### config.mk
export PLATFORM = sky130hd
export DESIGN_NAME = music_sequencer
export DESIGN_NICKNAME = d
export VERILOG_FILES = /design/src/rtl/music_sequencer.sv
export SDC_FILE = /design/constraint.sdc
export NUM_CORES = 1
export LEC_CHECK = 0
export CORE_MARGIN = 5
export CORE_UTILIZATION = 65
export CTS_BUF_LIST = sky130_fd_sc_hd__clkbuf_8
export DETAILED_ROUTE_END_ITERATION = 12
export HOLD_SLACK_MARGIN = 0.03
export PLACE_DENSITY = 0.83
export SLEW_MARGIN = 30
export SYNTH_ARGS = -nofsm -noshare
export SYNTH_HDL_FRONTEND = slang
export SYNTH_SLANG_ARGS = --single-unit
### constraint.sdc
create_clock -name clk_i -period 3.2 [get_ports clk_i]
set_clock_uncertainty 0.1 [all_clocks]
set_input_delay 0.64 -clock clk_i [delete_from_list [all_inputs] [get_ports clk_i]]
set_output_delay 0.64 -clock clk_i [all_outputs]
set_load 0.02 [all_outputs]
### src/rtl/music_sequencer.sv
// Note-table driven sequencer: plays a list of {freq, duration, rest, last}
// entries into an audio channel, with optional looping and abort.
module music_sequencer #(
    parameter int TICK_DIV = 3125000,
    parameter int DEPTH    = 32,
    localparam int ADDR_W  = $clog2(DEPTH)
) (
    input  logic              clk_i,
    input  logic              rstn_i,
    input  logic              start_i,
    input  logic              stop_i,
    input  logic              loop_i,
    input  logic [2:0]        gen_sel_i,
    input  logic [7:0]        volume_i,
    input  logic              wr_en_i,
    input  logic [ADDR_W-1:0] wr_addr_i,
    input  logic [23:0]       wr_data_i,
    output logic              ch_en_o,
    output logic [15:0]       ch_freq_o,
    output logic [2:0]        ch_gen_sel_o,
    output logic [7:0]        ch_volume_o,
    output logic              busy_o,
    output logic              done_o,
    output logic [ADDR_W-1:0] note_idx_o
);

    localparam int CNT_W = (TICK_DIV > 1) ? $clog2(TICK_DIV) : 1;

    typedef enum logic {
        ST_IDLE,
        ST_PLAY
    } state_t;

    state_t            r_state, w_state_next;
    logic [21:0]       r_table [DEPTH];
    logic [CNT_W-1:0]  r_unit, w_unit_next;
    logic [3:0]        r_dur_cnt, w_dur_cnt_next;
    logic [3:0]        r_dur, w_dur_next;
    logic              r_final, w_final_next;
    logic [ADDR_W-1:0] r_idx, w_idx_next;
    logic              r_en, w_en_next;
    logic [15:0]       r_freq, w_freq_next;
    logic [2:0]        r_gen, w_gen_next;
    logic [7:0]        r_vol, w_vol_next;
    logic              r_done, w_done_next;

    logic              w_load;
    logic [ADDR_W-1:0] w_load_idx;
    logic [21:0]       w_entry;
    logic              w_unit_end;
    logic              w_entry_end;
    logic              w_unused;

    assign w_unused = ^wr_data_i[23:22];

    // One register per table entry so the whole table clears on reset.
    generate
        for (genvar gi = 0; gi < DEPTH; gi++) begin : g_table
            always_ff @(posedge clk_i or negedge rstn_i) begin
                if (!rstn_i) begin
                    r_table[gi] <= '0;
                end else if (wr_en_i && (wr_addr_i == ADDR_W'(gi))) begin
                    r_table[gi] <= wr_data_i[21:0];
                end
            end
        end
    endgenerate

    // A load is only ever of entry 0 (start/loop) or the successor entry.
    assign w_load_idx  = (r_state == ST_PLAY && !r_final) ? r_idx + 1'b1 : '0;
    assign w_entry     = r_table[w_load_idx];
    assign w_unit_end  = (r_unit == CNT_W'(TICK_DIV - 1));
    assign w_entry_end = w_unit_end && (r_dur_cnt == r_dur);

    always_comb begin
        w_state_next   = r_state;
        w_unit_next    = r_unit;
        w_dur_cnt_next = r_dur_cnt;
        w_dur_next     = r_dur;
        w_final_next   = r_final;
        w_idx_next     = r_idx;
        w_en_next      = r_en;
        w_freq_next    = r_freq;
        w_gen_next     = r_gen;
        w_vol_next     = r_vol;
        w_done_next    = 1'b0;
        w_load         = 1'b0;

        case (r_state)
            ST_IDLE: begin
                w_en_next = 1'b0;
                if (start_i && !stop_i) begin
                    w_state_next = ST_PLAY;
                    w_load       = 1'b1;
                    w_gen_next   = gen_sel_i;
                    w_vol_next   = volume_i;
                end
            end
            ST_PLAY: begin
                if (stop_i) begin
                    w_state_next   = ST_IDLE;
                    w_en_next      = 1'b0;
                    w_unit_next    = '0;
                    w_dur_cnt_next = '0;
                end else if (w_entry_end) begin
                    if (!r_final || loop_i) begin
                        w_load = 1'b1;
                    end else begin
                        w_state_next   = ST_IDLE;
                        w_en_next      = 1'b0;
                        w_done_next    = 1'b1;
                        w_unit_next    = '0;
                        w_dur_cnt_next = '0;
                    end
                end else if (w_unit_end) begin
                    w_unit_next    = '0;
                    w_dur_cnt_next = r_dur_cnt + 4'd1;
                end else begin
                    w_unit_next = r_unit + 1'b1;
                end
            end
            default: begin
                w_state_next = ST_IDLE;
            end
        endcase

        if (w_load) begin
            w_idx_next     = w_load_idx;
            w_freq_next    = w_entry[15:0];
            w_dur_next     = w_entry[19:16];
            w_en_next      = ~w_entry[20];
            w_final_next   = w_entry[21] || (w_load_idx == ADDR_W'(DEPTH - 1));
            w_unit_next    = '0;
            w_dur_cnt_next = '0;
        end
    end

    always_ff @(posedge clk_i or negedge rstn_i) begin
        if (!rstn_i) begin
            r_state   <= ST_IDLE;
            r_unit    <= '0;
            r_dur_cnt <= '0;
            r_dur     <= '0;
            r_final   <= 1'b0;
            r_idx     <= '0;
            r_en      <= 1'b0;
            r_freq    <= '0;
            r_gen     <= '0;
            r_vol     <= '0;
            r_done    <= 1'b0;
        end else begin
            r_state   <= w_state_next;
            r_unit    <= w_unit_next;
            r_dur_cnt <= w_dur_cnt_next;
            r_dur     <= w_dur_next;
            r_final   <= w_final_next;
            r_idx     <= w_idx_next;
            r_en      <= w_en_next;
            r_freq    <= w_freq_next;
            r_gen     <= w_gen_next;
            r_vol     <= w_vol_next;
            r_done    <= w_done_next;
        end
    end

    assign ch_en_o      = r_en;
    assign ch_freq_o    = r_freq;
    assign ch_gen_sel_o = r_gen;
    assign ch_volume_o  = r_vol;
    assign busy_o       = (r_state == ST_PLAY);
    assign done_o       = r_done;
    assign note_idx_o   = r_idx;

endmodule
[Word level (Yosys, flattened, before mapping)]
Cells that the tools add are included.
Word-level totals
  bits in writable memories: 0
  word-level logic and storage cells: 166
  ROM bits: 0
  bits in latches: 0
  bits in registers: 770
  memories kept: 0
Cells by class
  equal/unequal tests: 37
  div/mod/pow operators: 0
  reduce and logical (&&, ||, !) cells: 46
  shift operators: 0
  multiply operators: 0
  $lt $le $gt $ge: 1
  add/subtract/negate cells: 3
  mux-type cells: 33
  bitwise logic cells: 3
Operators with widths (number)
  $mux W22: 8
  $bmux W22 S5: 1
  $eq A5 B5 Y1 const B: 17
  $eq A5 B4 Y1 const B: 8
  $logic_and A1 B1 Y1: 35
  $mux W4: 6
  $add A22 B1 Y22 const B: 1
  $eq A22 B22 Y1 const B: 1
  $eq A5 B3 Y1 const B: 4
  $mux W1: 14
  $eq A5 B2 Y1 const B: 2
  $ne A4 B4 Y1 const B: 2
  $ge A6 B6 Y1 const B: 1
  $not A5 Y6: 1
  $pmux W1 S2: 3
  $reduce_and A2 Y1: 3
  $add A5 B1 Y5 const B: 1
  $eq A5 B1 Y1 const B: 1
  $logic_not A5 Y1: 1
  $mux W5: 1
  $add A4 B1 Y4 const B: 1
  $eq A4 B4 Y1: 1
  $ne A4 B2 Y1 const B: 1
  $reduce_bool A4 Y1: 1
  5 further kinds: 8

[Longest topological paths before layout]
  depth after elaboration: 9
  mapped depth: 11

[Worst setup path after synthesis]
Ideal clock, no wire load.
  kind: register -> register
  start point: register r_idx[0], in the netlist note_idx_o[0]
  end point: register r_final
  path slack: 0.529 ns
  period minus slack after synthesis: 2.671 ns
  data arrival time: 2.447 ns
  stages on the path, launching flop included: 11
  required time: 2.976 ns
  setup time: 0.124 ns
  buffers on the path: 4
  cells stage by stage: dfrtp_1 ha_1 buf_2 buf_2 buf_2 buf_4 nand3b_1 o21ai_0 a21oi_1 o311a_1 a211o_1
Between the ends
  word-level cells in the longest chain between the ends: 7
  elaborated cells between the ends (all ways): 8
  those cells by class: add/sub (1); eq/ne (1); mux (4); bitwise (1); reduce/logical (1)
Ends and longest elaborated chain
  start, declared: RTL line 40  | logic [ADDR_W-1:0] r_idx, w_idx_next;
  start signal, assigned: RTL line 157  | r_idx <= w_idx_next;
  $add A5 B1 Y5 (*): RTL line 70  | assign w_load_idx = (r_state == ST_PLAY && !r_final) ? r_idx + 1'b1 : '0;
  $mux W5 (*): RTL line 70
  $not A5 Y6 (implied by the code): RTL line 71  | assign w_entry = r_table[w_load_idx];
  $bmux W22 S5: RTL line 71
  $mux W22 (implied by the code) (2 in series): RTL line 71
  $logic_or A1 B1 Y1 (*): RTL line 132  | w_final_next = w_entry[21] || (w_load_idx == ADDR_W'(DEPTH - 1));
  end signal, assigned: RTL line 156  | r_final <= w_final_next;
  end, declared: RTL line 39  | logic r_final, w_final_next;
Mark *: on every way between the ends. The rest lies on a longest branch, timed or not. The select of a mux whose other input is x is not followed.
A chain may end at the register's enable or synchronous reset.

[Final worst setup path]
  start point: register r_idx[0], in the netlist note_idx_o[0]
  end point: register r_freq[2], in the netlist ch_freq_o[2]
Between the ends
  word-level cells in the longest chain between the ends: 6
Ends and longest elaborated chain
  $add A5 B1 Y5: RTL line 70
  $mux W5: RTL line 70
  $not A5 Y6 (implied by the code): RTL line 71
  $bmux W22 S5: RTL line 71
  $mux W22 (implied by the code) (2 in series): RTL line 71
  end signal, assigned: RTL line 159  | r_freq <= w_freq_next;
  end, declared: RTL line 42  | logic [15:0] r_freq, w_freq_next;
Every way passes these cells. The select of a mux whose other input is x is not followed.

==> impl_metrics.json <==
{
  "cp-end-kind": "flop",
  "fp.dieH_um": 245.0,
  "routed-via-count": 24740,
  "maxCapViolCount": 0,
  "die_w_um": 245.0,
  "grt_first_pass_wirelength_mm": 152.1,
  "worstSkewPairLatency_ns": 0.72,
  "whs_path_depth": 3,
  "grt_max_degree": 82,
  "synth_edf_count": 0,
  "synthMuxAreaShare_pct": 30.97,
  "drive_gt1_share_pct": 42.06,
  "status": "completed",
  "h-tree-depth": 3,
  "avgSynthCellArea_um2": 13.32,
  "power_w": 0.02719,
  "yosys_warnings": 0,
  "synth-simple-area-share_pct": 4.874,
  "syn-cell-area_mm2": 0.03591,
  "wl_per_cell_um": 27.18,
  "yosysMostFrequentCell": "dfrtp_1",
  "ys.flop_type": "dfrtp_1",
  "ys_seq_area_share_pct": 53.59,
  "die_area_mm2": 0.06005,
  "synth_top_area_share_pct": 53.59,
  "synth_fp_nets": 2746,
  "grt-ovfl-total": 0,
  "yosys-top-cells-count": "dfrtp_1 (769), mux2_2 (768), clkbuf_1 (177), nand2_1 (113), o21ai_0 (84)",
  "initial_core_util_pct": 65.44,
  "rr_worst_depth": 8,
  "synthXorXnorAreaFrac_pct": 0.5853,
  "fp-row-count": 86,
  "synthCells": 2697,
  "dpl-instance-area_mm2": 0.03847,
  "synth_compound_area_share_pct": 6.947,
  "syn2layout_area_growth_pct": 13.13,
  "first_iter_violations": 2531,
  "wl_mm": 97.36,
  "async_flop_share_pct": 100.0,
  "design_area_mm2": 0.04063,
  "rr_startpoint": "note_idx_o[0]$_DFFE_PN0P_",
  "cts.reportedPaths.clkPinSlew_ns": 0.06,
  "gp_congestion": 0.8507,
  "io_buffers": 78,
  "coreArea_mm2": 0.05488,
  "tritoncts": "done",
  "finalSetupTns_ns": 0,
  "pin_count": 81,
  "max_freq_ghz": 0.3228,
  "holdPathEnd": "ch_gen_sel_o[1]$_DFFE_PN0P_",
  "antenna_found_initial": 1,
  "vias_per_cell": 6.907,
  "fin_util_pct": 74.03,
  "slew_viol_final": 0,
  "cp.arrival_ns": 3.55,
  "rsz0062_at_grt": "no",
  "min-delay-start": "gen_sel_i[1]",
  "leakage_nw": 17.77,
  "timing.rr.end": "ch_freq_o[2]$_DFFE_PN0P_",
  "cts_setup_buffers": 0,
  "worst_hold_slack_ns": 0.3540,
  "synth_top_family_by_area": "multiplexers",
  "critPathMaxFanout": 25,
  "required_ns": 3.65,
  "synth.largest_area_cell": "dfrtp_1",
  "synthDistinctLibCells": 56,
  "hpwl_mm": 58.93,
  "grt_pass1_vias": 26400,
  "drc": 0,
  "ant_nets": 0,
  "dr.pass1.iters": 7,
  "vdd_ir_drop_max_uv": 417.8,
  "path_class": "reg -> reg",
  "synth-seq-cells": 769,
  "synth_area_leaders": "dfrtp_1 (54%), mux2_2 (24%), mux4_2 (5.0%)",
  "finalSetupViolations": 0,
  "holdCritPathClass": "in -> reg",
  "slew-limit-headroom_pct": 42.88,
  "finalCritPeriodShare_pct": 96.81,
  "hold_viol": 0,
  "nets": 2853,
  "worst_pin_slew_ns": 0.8537,
  "r2r_slack_ns": 0.10,
  "cts_buffer_depth": 3,
  "crit_path_start_kind": "flop",
  "cts_made_buffers": 116,
  "fin_crit_ns": 3.098,
  "cts_sinks": 769,
  "powerDensity_mw_per_mm2": 669.4,
  "grt_usage_pct": 32.58,
  "synth_adder_area_share_pct": 0.1045,
  "cts_root_buf": "clkbuf_8"
}
## how the worst max path moves through the flow
stage,endpoint,slack [ns],cells after the start,startpoint
after floorplan,r_final$_DFFE_PN0P_,0.53,10,note_idx_o[0]$_DFFE_PN0P_
after global placement,r_dur[3]$_DFFE_PN0P_,0.14,8,note_idx_o[0]$_DFFE_PN0P_
after detailed placement,r_final$_DFFE_PN0P_,0.10,8,stop_i
after CTS,ch_freq_o[7]$_DFFE_PN0P_,0.1,8,note_idx_o[0]$_DFFE_PN0P_
after global routing,ch_freq_o[2]$_DFFE_PN0P_,0.009,8,note_idx_o[0]$_DFFE_PN0P_
final,ch_freq_o[2]$_DFFE_PN0P_,0.10,8,note_idx_o[0]$_DFFE_PN0P_
## cell families after synthesis
group | Yosys count
AND/OR/NAND/NOR | 353
adder cells (fa/ha/maj) | 3
AO/OA/AOI/OAI | 369
flip-flops | 769
buffers and inverters | 264
XOR/XNOR | 24
multiplexers | 915
## worst max-delay path, cell delays in order (launching register included)
cell and delay [ns]:
dfrtp_4 0.50, ha_4 0.46, buf_12 0.26, buf_4 0.30
mux2_2 0.36, o21ai_0 0.20, a221oi_1 0.11, a2111oi_1 0.52
a211oi_1 0.10
## cell type report
cell class	count	area, um2
Sequential cell	769	19250
Multi-Input combinational cell	1664	15750
Fill cell	3314	14250
Timing Repair Buffer	246	2562
Clock buffer	139	1913
Tap cell	704	880.8
Clock inverter	52	246.5
Inverter	7	26.28
Antenna cell	1	2.502
## report_power, final
group / internal [W] / total, W / switching (W) / leakage, nW
clock network: 0.00389 / 0.00758 / 0.00369 / 1.26
logic: 0.00366 / 0.00690 / 0.00324 / 6.68
registers: 0.0116 / 0.0127 / 0.00112 / 9.83
total: 0.0192 / 0.0272 / 0.00804 / 17.8
## state kept, by name, summed over array words and instances, names as in the netlist
signal / count
busy_o: 1
ch_en_o: 1
ch_freq_o: 16
ch_gen_sel_o: 3
ch_volume_o: 8
done_o: 1
note_idx_o: 5
r_dur: 4
r_dur_cnt: 4
r_final: 1
r_table: 703
r_unit: 22
## per-stage QoR
step	instances	setup WS [ns]
3_3_place_gp	3389	0.1449
4_1_cts	3581	0.09797
2_1_floorplan	2697	0.5287
3_5_place_dp	3389	0.1003
6_report	3582	0.1020
5_1_grt	3582	0.009470
## cell usage in the layout, fill, tap and decap left out, drive strengths merged, types with 51 or more instances in the layout
cell type / count
clkdlybuf4s50: 72
buf: 173
o21ai: 85
a21oi: 51
mux2: 768
mux2i: 67
nor2: 79
mux4: 80
clkbuf: 139
dfrtp: 769
nand2: 114
## repair_timing
item	4_1_cts	5_1_grt
resized for setup	0	4
endpoints found under the hold margin	54	0
hold buffers	1	0
endpoints found under the setup margin	0	4
## layer usage
metal	share of wire, %	global-route usage (%)
met5	0	0
met1	39	44.24
met4	4.5	13.40
met2	47	51.01
met3	9.2	8.232
(Power assumes the default switching activity.)
